<file path="src/rtl/fifo_arb_pkg.sv">
// Shared types and helpers for the FIFO write-port arbiter.
package fifo_arb_pkg;

    typedef enum logic {
        IDLE  = 1'b0,
        BURST = 1'b1
    } state_t;

    localparam int unsigned STAT_W = 16;

    // Index width for n items; never below one bit so ports stay legal.
    function automatic int unsigned id_w(input int unsigned n);
        return (n > 1) ? $clog2(n) : 1;
    endfunction

endpackage

</file>
<file path="src/rtl/rr_picker.sv">
// Rotating-priority encoder: first set req bit after last_owner, wrapping.
module rr_picker
    import fifo_arb_pkg::*;
#(
    parameter int unsigned  NUM_REQ = 4,
    localparam int unsigned ID_W    = id_w(NUM_REQ)
) (
    input  logic [NUM_REQ-1:0] req,
    input  logic [ID_W-1:0]    last_owner,
    output logic [ID_W-1:0]    winner,
    output logic               valid
);

    int unsigned idx;

    // Scan farthest-first so the nearest candidate after last_owner wins.
    always_comb begin
        winner = '0;
        valid  = 1'b0;
        idx    = 0;
        for (int unsigned k = NUM_REQ; k >= 1; k--) begin
            idx = (32'(last_owner) + k) % NUM_REQ;
            if (req[ID_W'(idx)]) begin
                winner = ID_W'(idx);
                valid  = 1'b1;
            end
        end
    end

endmodule

</file>
<file path="src/rtl/fifo_wr_arbiter.sv">
// Round-robin burst arbiter in front of the async FIFO write port.
// Define FIFO_ARB_STATS_EN to add per-requester saturating grant counters (stat_cnt).
module fifo_wr_arbiter
    import fifo_arb_pkg::*;
#(
    parameter int unsigned  NUM_REQ      = 4,
    parameter int unsigned  WIDTH        = 8,
    parameter int unsigned  MAX_BURST    = 4,
    parameter int unsigned  IDLE_TIMEOUT = 8,
    localparam int unsigned ID_W         = id_w(NUM_REQ)
) (
    input  logic                     w_clk,
    input  logic                     rst,
    input  logic [NUM_REQ-1:0]       req,
    input  logic [NUM_REQ*WIDTH-1:0] req_data,
    input  logic [NUM_REQ-1:0]       req_last,
    output logic [NUM_REQ-1:0]       gnt,
    input  logic                     full,
    output logic                     w_en,
    output logic [WIDTH-1:0]         data_in,
    output logic                     busy,
    output logic [ID_W-1:0]          owner_id
`ifdef FIFO_ARB_STATS_EN
    ,
    output logic [NUM_REQ*STAT_W-1:0] stat_cnt
`endif
);

    localparam int unsigned BEAT_W = id_w(MAX_BURST);
    localparam int unsigned IDLE_W = id_w(IDLE_TIMEOUT);

    state_t              state;
    logic [ID_W-1:0]     owner;
    logic [ID_W-1:0]     last_owner;
    logic [BEAT_W-1:0]   beat_cnt;
    logic [IDLE_W-1:0]   idle_cnt;

    logic [ID_W-1:0]     pick_id;
    logic                pick_valid;
    logic [WIDTH-1:0]    lane [NUM_REQ];
    logic                owner_req;
    logic                owner_last;
    logic [WIDTH-1:0]    owner_data;
    logic                in_burst;
    logic                beat;

    rr_picker #(
        .NUM_REQ    (NUM_REQ)
    ) u_picker (
        .req        (req),
        .last_owner (last_owner),
        .winner     (pick_id),
        .valid      (pick_valid)
    );

    always_comb begin
        for (int i = 0; i < NUM_REQ; i++) begin
            lane[i] = req_data[i*WIDTH +: WIDTH];
        end
    end

    // Owner view of the request bus; everything is gated by rst so a beat
    // presented during reset is never acknowledged.
    always_comb begin
        owner_req  = req[owner];
        owner_last = req_last[owner];
        owner_data = lane[owner];
        in_burst   = (state == BURST) && rst;
        beat       = in_burst && owner_req && !full;
    end

    always_comb begin
        gnt        = '0;
        gnt[owner] = beat;
        w_en       = beat;
        data_in    = beat ? owner_data : '0;
        busy       = in_burst;
        owner_id   = in_burst ? owner : '0;
    end

    always_ff @(posedge w_clk) begin
        if (!rst) begin
            state      <= IDLE;
            owner      <= '0;
            last_owner <= ID_W'(NUM_REQ - 1);
            beat_cnt   <= '0;
            idle_cnt   <= '0;
        end else begin
            case (state)
                IDLE: begin
                    if (pick_valid) begin
                        owner    <= pick_id;
                        beat_cnt <= '0;
                        idle_cnt <= '0;
                        state    <= BURST;
                    end
                end
                BURST: begin
                    if (beat) begin
                        idle_cnt <= '0;
                        if (owner_last || (beat_cnt == BEAT_W'(MAX_BURST - 1))) begin
                            state      <= IDLE;
                            last_owner <= owner;
                        end else begin
                            beat_cnt <= beat_cnt + BEAT_W'(1);
                        end
                    end else if (owner_req) begin
                        // Backpressure stall: owner is still active.
                        idle_cnt <= '0;
                    end else if (idle_cnt == IDLE_W'(IDLE_TIMEOUT - 1)) begin
                        state      <= IDLE;
                        last_owner <= owner;
                    end else begin
                        idle_cnt <= idle_cnt + IDLE_W'(1);
                    end
                end
                default: state <= IDLE;
            endcase
        end
    end

`ifdef FIFO_ARB_STATS_EN
    logic [STAT_W-1:0] stat_q [NUM_REQ];

    for (genvar g = 0; g < NUM_REQ; g++) begin : g_stat
        always_ff @(posedge w_clk) begin
            if (!rst) begin
                stat_q[g] <= '0;
            end else if (gnt[g] && (stat_q[g] != {STAT_W{1'b1}})) begin
                stat_q[g] <= stat_q[g] + STAT_W'(1);
            end
        end
        assign stat_cnt[g*STAT_W +: STAT_W] = stat_q[g];
    end
`endif

endmodule
</file>
<file path="config.mk">
export PLATFORM = sky130hd
export DESIGN_NAME = fifo_wr_arbiter
export DESIGN_NICKNAME = d
export VERILOG_FILES = /design/src/rtl/fifo_arb_pkg.sv /design/src/rtl/rr_picker.sv /design/src/rtl/fifo_wr_arbiter.sv
export SDC_FILE = /design/constraint.sdc
export NUM_CORES = 1
export LEC_CHECK = 0
export ABC_AREA = 1
export CAP_MARGIN = 20
export CORE_AREA = 2 2 86 47
export CTS_BUF_LIST = sky130_fd_sc_hd__clkbuf_8
export CTS_CLUSTER_SIZE = 14
export DETAILED_ROUTE_END_ITERATION = 8
export DIE_AREA = 0 0 88 49
export MAX_ROUTING_LAYER = met4
export PLACE_DENSITY = 0.69
export SLEW_MARGIN = 25
export SYNTH_ARGS = -nofsm -noshare
export SYNTH_HDL_FRONTEND = slang
export SYNTH_SLANG_ARGS = --single-unit
</file>
<file path="constraint.sdc">
create_clock -name w_clk -period 1.7 [get_ports w_clk]
set_input_delay 0.34 -clock w_clk [delete_from_list [all_inputs] [get_ports w_clk]]
set_output_delay 0.34 -clock w_clk [all_outputs]
set_load 0.005 [all_outputs]
</file>
==> impl_metrics.yaml, run 1 <==
placed_design:
  hpwl_um: 2919
  gp_congestion: 0.8533
  preCtsSetupSlack_ns: -0.6711
  place_area_mm2: 0.001942
  port_buffers: 58
timing:
  finalWorstPathRequiredPeriod_ns: 1.780
  hold_violations: 0
  period_share_pct: 104.7
  skew_ns: 0.003513
  tns_ns: -0.7686
  fmax_ghz: 0.5618
  final-setup-viol-count: 13
  rsz0062_at_grt: "true"
  whs_ns: 0.4671
  setup_ws_ns: -0.07996
  worstMarginPinSlew_ns: 0.2458
  slew_headroom_pct: 83.58
  drv_slew: 0
logic_synthesis:
  synth.area.top_cells: "dfxtp_1 (17%), nand2_1 (16%), nand2_2 (11%), nand3_1 (5.1%), a22oi_1 (5.1%)"
  syn_avg_cell_area_um2: 6.636
  syn_nets: 224
  synth-warning-count: 0
  synth.cell_area_mm2: 0.001181
  netlist_top_cells_count: "nand2_1 (51), nand2_2 (21), inv_1 (14)"
  ys_types: 29
  ys_seq_area_share_pct: 16.95
  async_reset_ff_share_pct: 0
  synth-seq-cells: 10
  synthCells: 178
  synth_most_common_cell: "nand2_1"
  yosys.area.top_type: "dfxtp_1"
  synth_edf_count: 0
  synthFlopType: "dfxtp_1"
  synth_top_area_share_pct: 16.95
clock_network:
  cts_buffers: 3
  cts_tree: "yes"
  clk_latency_ns: 0.24
  path_clk_slew_ns: 0.05
  htree_num_levels: 1
  clockRootBuffer: "clkbuf_8"
  clock_sinks: 10
  ctsLongestPathBuffers: 2
flow_run:
  maxCapViolations: 0
power_and_ir_drop:
  p_per_area_mw_per_mm2: 523.6
  p_leak_nw: 1.016
  vdd_drop_max_mv: 0.2308
floorplan:
  die_h_um: 49
  row_count: 16
  ioPinCount: 59
  placeableCoreArea_mm2: 0.003623
  die_w_um: 88
  initial_core_util_pct: 32.60
  dieArea_mm2: 0.004312
min_path:
  hold_depth: 2
  min_from: "beat_cnt[1]"
  min_path_type: "reg2reg"
  whs_endpoint: "beat_cnt[1]"
finish:
  final_area_mm2: 0.002127
  n_antenna_cell: 0
  drive_above_1_share_pct: 41.73
  finish.net_count: 313
  syn2layout_area_growth_pct: 80.08
global_routing:
  grt_usage_pct: 17.82
  grt_max_degree: 10
  grt_pass1_wl_um: 5885
  grt_pass1_vias: 1321
  grt_remaining_overflow: 0
  antenna_found_initial: 0
routing:
  drt_iter0_drc: 41
  wirelength_um: 3744
  post_drt_wl_per_cell_um: 11.70
  antenna_left: 0
  routed_via_density: 4.638
  num_vias: 1484
  drcViolationCount: 0
  dr.pass1.iters: 4
setup_path:
  r2r_end: "idle_cnt[2]"
  critPathRequiredTime_ns: 1.36
  crit_type: "reg2out"
  ff2ff_path_depth: 14
  r2r_slack_ns: 0.06
  crit_fanout: 7
  endpoint_kind: "output pin"
  worstSetupStartpointType: "register"
  arrival_ns: 1.44
  r2r-start: "owner[0]"
status:
  violations: "setup timing"
  outcome: "complete, but fails checks"
[worst max-delay path, cell delays in order, from the launching register on]
cell and delay [ns]:
dfxtp_4 0.36, buf_6 0.11, o21ai_2 0.14, nand2_2 0.12
nand2_8 0.11, nand2_8 0.07, a31oi_1 0.15, buf_2 0.13
[cell type report]
type | count | area [µm²]
fill | 342 | 1496
sequential | 10 | 206.4
multi-input combinational | 143 | 939.7
inverter | 21 | 103.9
clock buffer | 4 | 55.05
tap | 54 | 67.56
timing repair buffer | 88 | 754.5
[registers in the layout, indices dropped and copies added (netlist names)]
register    count
idle_cnt        3
beat_cnt        2
state           1
owner           2
last_owner      2
[cells in the final DEF, fill, tap and decap left out, types with 5 or more instances in the layout]
| cell type | Yosys | routed |
|---|---|---|
| a22oi_1 | 8 | 8 |
| a31oi_1 | 9 | 9 |
| buf_2 | 1 | 12 |
| buf_4 | 1 | 28 |
| clkdlybuf4s50_1 | 0 | 38 |
| dfxtp_1 | 10 | 7 |
| dlygate4sd2_1 | 0 | 7 |
| inv_1 | 14 | 12 |
| nand2_1 | 51 | 47 |
| nand2_2 | 21 | 21 |
| nand2_4 | 5 | 7 |
| nand3_1 | 12 | 11 |
| nor2_1 | 8 | 5 |
| nor2_4 | 3 | 5 |
[metal layers]
| layer | vias up | wire length, µm | global-route usage [%] |
|---|---|---|---|
| met1 | 679 | 1922 | 25.84 |
| met4 | 0 | 10 | 1.538 |
| met2 | 33 | 1624 | 25.25 |
| met5 | - | 0 | - |
| met3 | 3 | 186 | 5.245 |
| li1 | 769 | - | - |
[how the worst max path moves through the flow]
stage	end	start	cells past startpoint
CTS	data_in[3]	owner[0]	9
detailed placement	gnt[1]	req[0]	8
global placement	gnt[1]	req[0]	8
finish	data_in[5]	owner[0]	7
global route	data_in[2]	owner[0]	7
floorplan	data_in[0]	rst	6
[repair_timing]
item                                    4_1_cts  5_1_grt
hold buffers                                  0        0
endpoints found under the setup margin       16       17
cloned                                        1        1
gates resized for setup                      75       16
pin swaps                                     7        5
setup buffers                                 5        4
[where the power goes]
part	switching (W)	internal [W]	total [W]
combinational	0.000261	0.000279	0.000540
clock	0.000102	0.000204	0.000306
sequential	0.0000178	0.000249	0.000267
[kinds of logic after synthesis]
kind of cell	share of synthesized area (%)
and+or+nand+nor	50.74
AOI/OAI and AO/OA	16.31
buffers and inverters	12.82
DFF	16.95
adders and majority gates	3.178
[metrics by stage]
stage	std cells	power [W]	utilization [%]
final	320	0.001114	58.70
after global routing	320	0.001183	58.70
after CTS	315	0.001068	56.01
after detailed placement	305	0.0007282	53.59
after global placement	305	0.0007250	53.59
after floorplan	178	0.0005097	-
(Power assumes the default switching activity.)
==> run 2: changes to the inputs <==
--- a/config.mk
+++ b/config.mk
@@ -13,8 +13,7 @@
 export DETAILED_ROUTE_END_ITERATION = 8
 export DIE_AREA = 0 0 88 49
 export MAX_ROUTING_LAYER = met4
-export PLACE_DENSITY = 0.69
-export SLEW_MARGIN = 25
+export PLACE_DENSITY_LB_ADDON = 0.2
 export SYNTH_ARGS = -nofsm -noshare
 export SYNTH_HDL_FRONTEND = slang
 export SYNTH_SLANG_ARGS = --single-unit
==> run 2 against run 1 <==
  * The run still ends with setup timing left
  * Setup slack got worse by 0.020 ns
  * Non-clock buffer count decreased by 1
  * Final cell count decreased by 0.63%
  * Clock skew decreased by 0.0011 ns
  * Cell area decreased by 3.1%
  * Clock-buffer cell count decreased by 1
  * Largest power group unchanged
  * Highest routed layer unchanged
==> impl_metrics.yaml, run 2 (same netlist as run 1, synthesis figures left out) <==
finish:
  final_common_cell: "nand2_1"
  regMostFlops: "idle_cnt"
  n_antenna_cell: 0
  nFillCells: 343
  instances_no_fill: 318
  multi_input_area_um2: 903.4
  syn2layout_area_growth_pct: 74.47
  regArea_um2: 206.4
  finish.net_count: 312
  largest_reg_flops: 3
  final_cell_mix: "nand2_1 (49), clkdlybuf4s50_1 (37), buf_4 (25)"
  drive_above_1_share_pct: 39.02
clock_network:
  clock_sinks: 10
  hold_buffers: 0
  ctsLongestPathBuffers: 2
  clockRootBuffer: "clkbuf_8"
  cts_tree: "yes"
  path_clk_slew_ns: 0.05
  htree_num_levels: 1
  cts_buffers: 3
  clk_latency_ns: 0.23
routing:
  post_drt_wl_per_cell_um: 12.85
  routed_via_density: 4.569
  num_vias: 1453
  antenna_left: 0
  drcViolationCount: 0
  dr.pass1.iters: 4
  drt_iter0_drc: 39
  wirelength_um: 4086
global_routing:
  grt_max_degree: 10
  grt_remaining_overflow: 0
  grt_use_met2_pct: 27.65
  met3_usage_pct: 7.276
  grt_pass1_wl_um: 6582
  met1_usage_pct: 30.00
  grt_usage_pct: 20.56
  antenna_found_initial: 0
  grt-busiest-layer: "met1"
  grt_pass1_vias: 1407
setup_path:
  crit_type: "reg2out"
  critPathRequiredTime_ns: 1.36
  r2r-start: "owner[1]"
  endpoint_kind: "output pin"
  crit_fanout: 8
  worstSetupStartpointType: "register"
  arrival_ns: 1.46
  r2r_slack_ns: 0.11
  startpoint: "owner[0]"
floorplan:
  die_w_um: 88
  row_count: 16
  die_h_um: 49
  ioPinCount: 59
  initial_core_util_pct: 32.60
  placeableCoreArea_mm2: 0.003623
  dieArea_mm2: 0.004312
power_and_ir_drop:
  vdd_drop_max_mv: 0.2131
  p_per_area_mw_per_mm2: 482.7
  switching_share_pct: 35.00
  power.internal_w: 0.0006466
  pwr-share-seq_pct: 27.2
  power_frac_comb_pct: 48.1
  clock_power_share_pct: 24.7
  p_switching_w: 0.0003481
  p_leak_nw: 0.9992
status:
  outcome: "complete, but fails checks"
  violations: "setup timing"
timing:
  fmax_ghz: 0.5557
  period_share_pct: 105.9
  skew_ns: 0.002424
  hold_violations: 0
  whs_ns: 0.4623
  finalWorstPathRequiredPeriod_ns: 1.799
  drv_slew: 0
  tns_ns: -0.9046
  slew_headroom_pct: 70.95
  rsz0062_at_grt: "true"
  setup_ws_ns: -0.09949
  final-setup-viol-count: 13
  worstMarginPinSlew_ns: 0.4352
min_path:
  min_from: "beat_cnt[1]"
  min_path_type: "reg2reg"
placed_design:
  port_buffers: 58
  gp_congestion: 0.8484
  place_inst: 304
  hpwl_um: 3358
flow_run:
  maxCapViolations: 0
-- run 2: through the flow --
stage	setup slack [ns]	area, µm²	total power [W]	util [%]
after global placement	-0.6737	1922	0.0007087	53.04
after floorplan	0.2048	1181	0.0005097	-
after CTS	-0.1072	2012	0.0009846	55.52
after detailed placement	-0.6811	1922	0.0007104	53.04
after global routing	-0.1862	2061	0.001062	56.87
final	-0.09949	2061	0.0009947	56.87
-- run 2: critical path, stage by stage, from the launching register on --
cell     delay [ns]
dfxtp_4        0.39
nand2_2        0.05
o21ai_1        0.07
nand2_1        0.09
nand2_2        0.13
nand2_8        0.09
buf_4          0.15
a31oi_4        0.13
buf_2          0.13
-- run 2: final cells by class --
class,instances,share of cell area (%)
repair buffers,87,36.31
clock buffers,3,2.004
well taps,54,3.279
flip-flops and latches,10,10.02
multi-input cells,143,43.84
inverters,21,4.554
-- run 2: power by group through the flow --
| stage | Sequential [W] | Clock [W] | Combinational [W] |
|---|---|---|---|
| 2_1_floorplan | 0.000258 | 0 | 0.000251 |
| 3_3_place_gp | 0.000272 | 0 | 0.000437 |
| 3_5_place_dp | 0.000272 | 0 | 0.000439 |
| 4_1_cts | 0.000269 | 0.000250 | 0.000465 |
| 5_1_grt | 0.000272 | 0.000268 | 0.000522 |
| 6_report | 0.000270 | 0.000246 | 0.000479 |
-- run 2: layer usage --
metal / wire length (µm) / vias to the layer above / part of all wire [%]
li1: - / 766 / -
met1: 2209 / 638 / 54
met2: 1591 / 45 / 39
met3: 269 / 4 / 6.6
met4: 17 / 0 / 0.42
met5: 0 / - / 0
-- run 2: path summary, 6_finish.rpt --
check	to	depth (start not counted)
worst min register to register	beat_cnt[1]	2
worst max-delay path	data_in[3]	8
worst max register to register	last_owner[0]	12
worst min-delay path	beat_cnt[1]	2
-- run 2: repair_timing --
| action | in CTS | in global routing |
|---|---|---|
| resized for setup | 67 | 9 |
| endpoints found under the setup margin | 16 | 14 |
| pin swaps | 5 | 4 |
| gates cloned | 2 | 0 |
| buffers inserted | 8 | 1 |
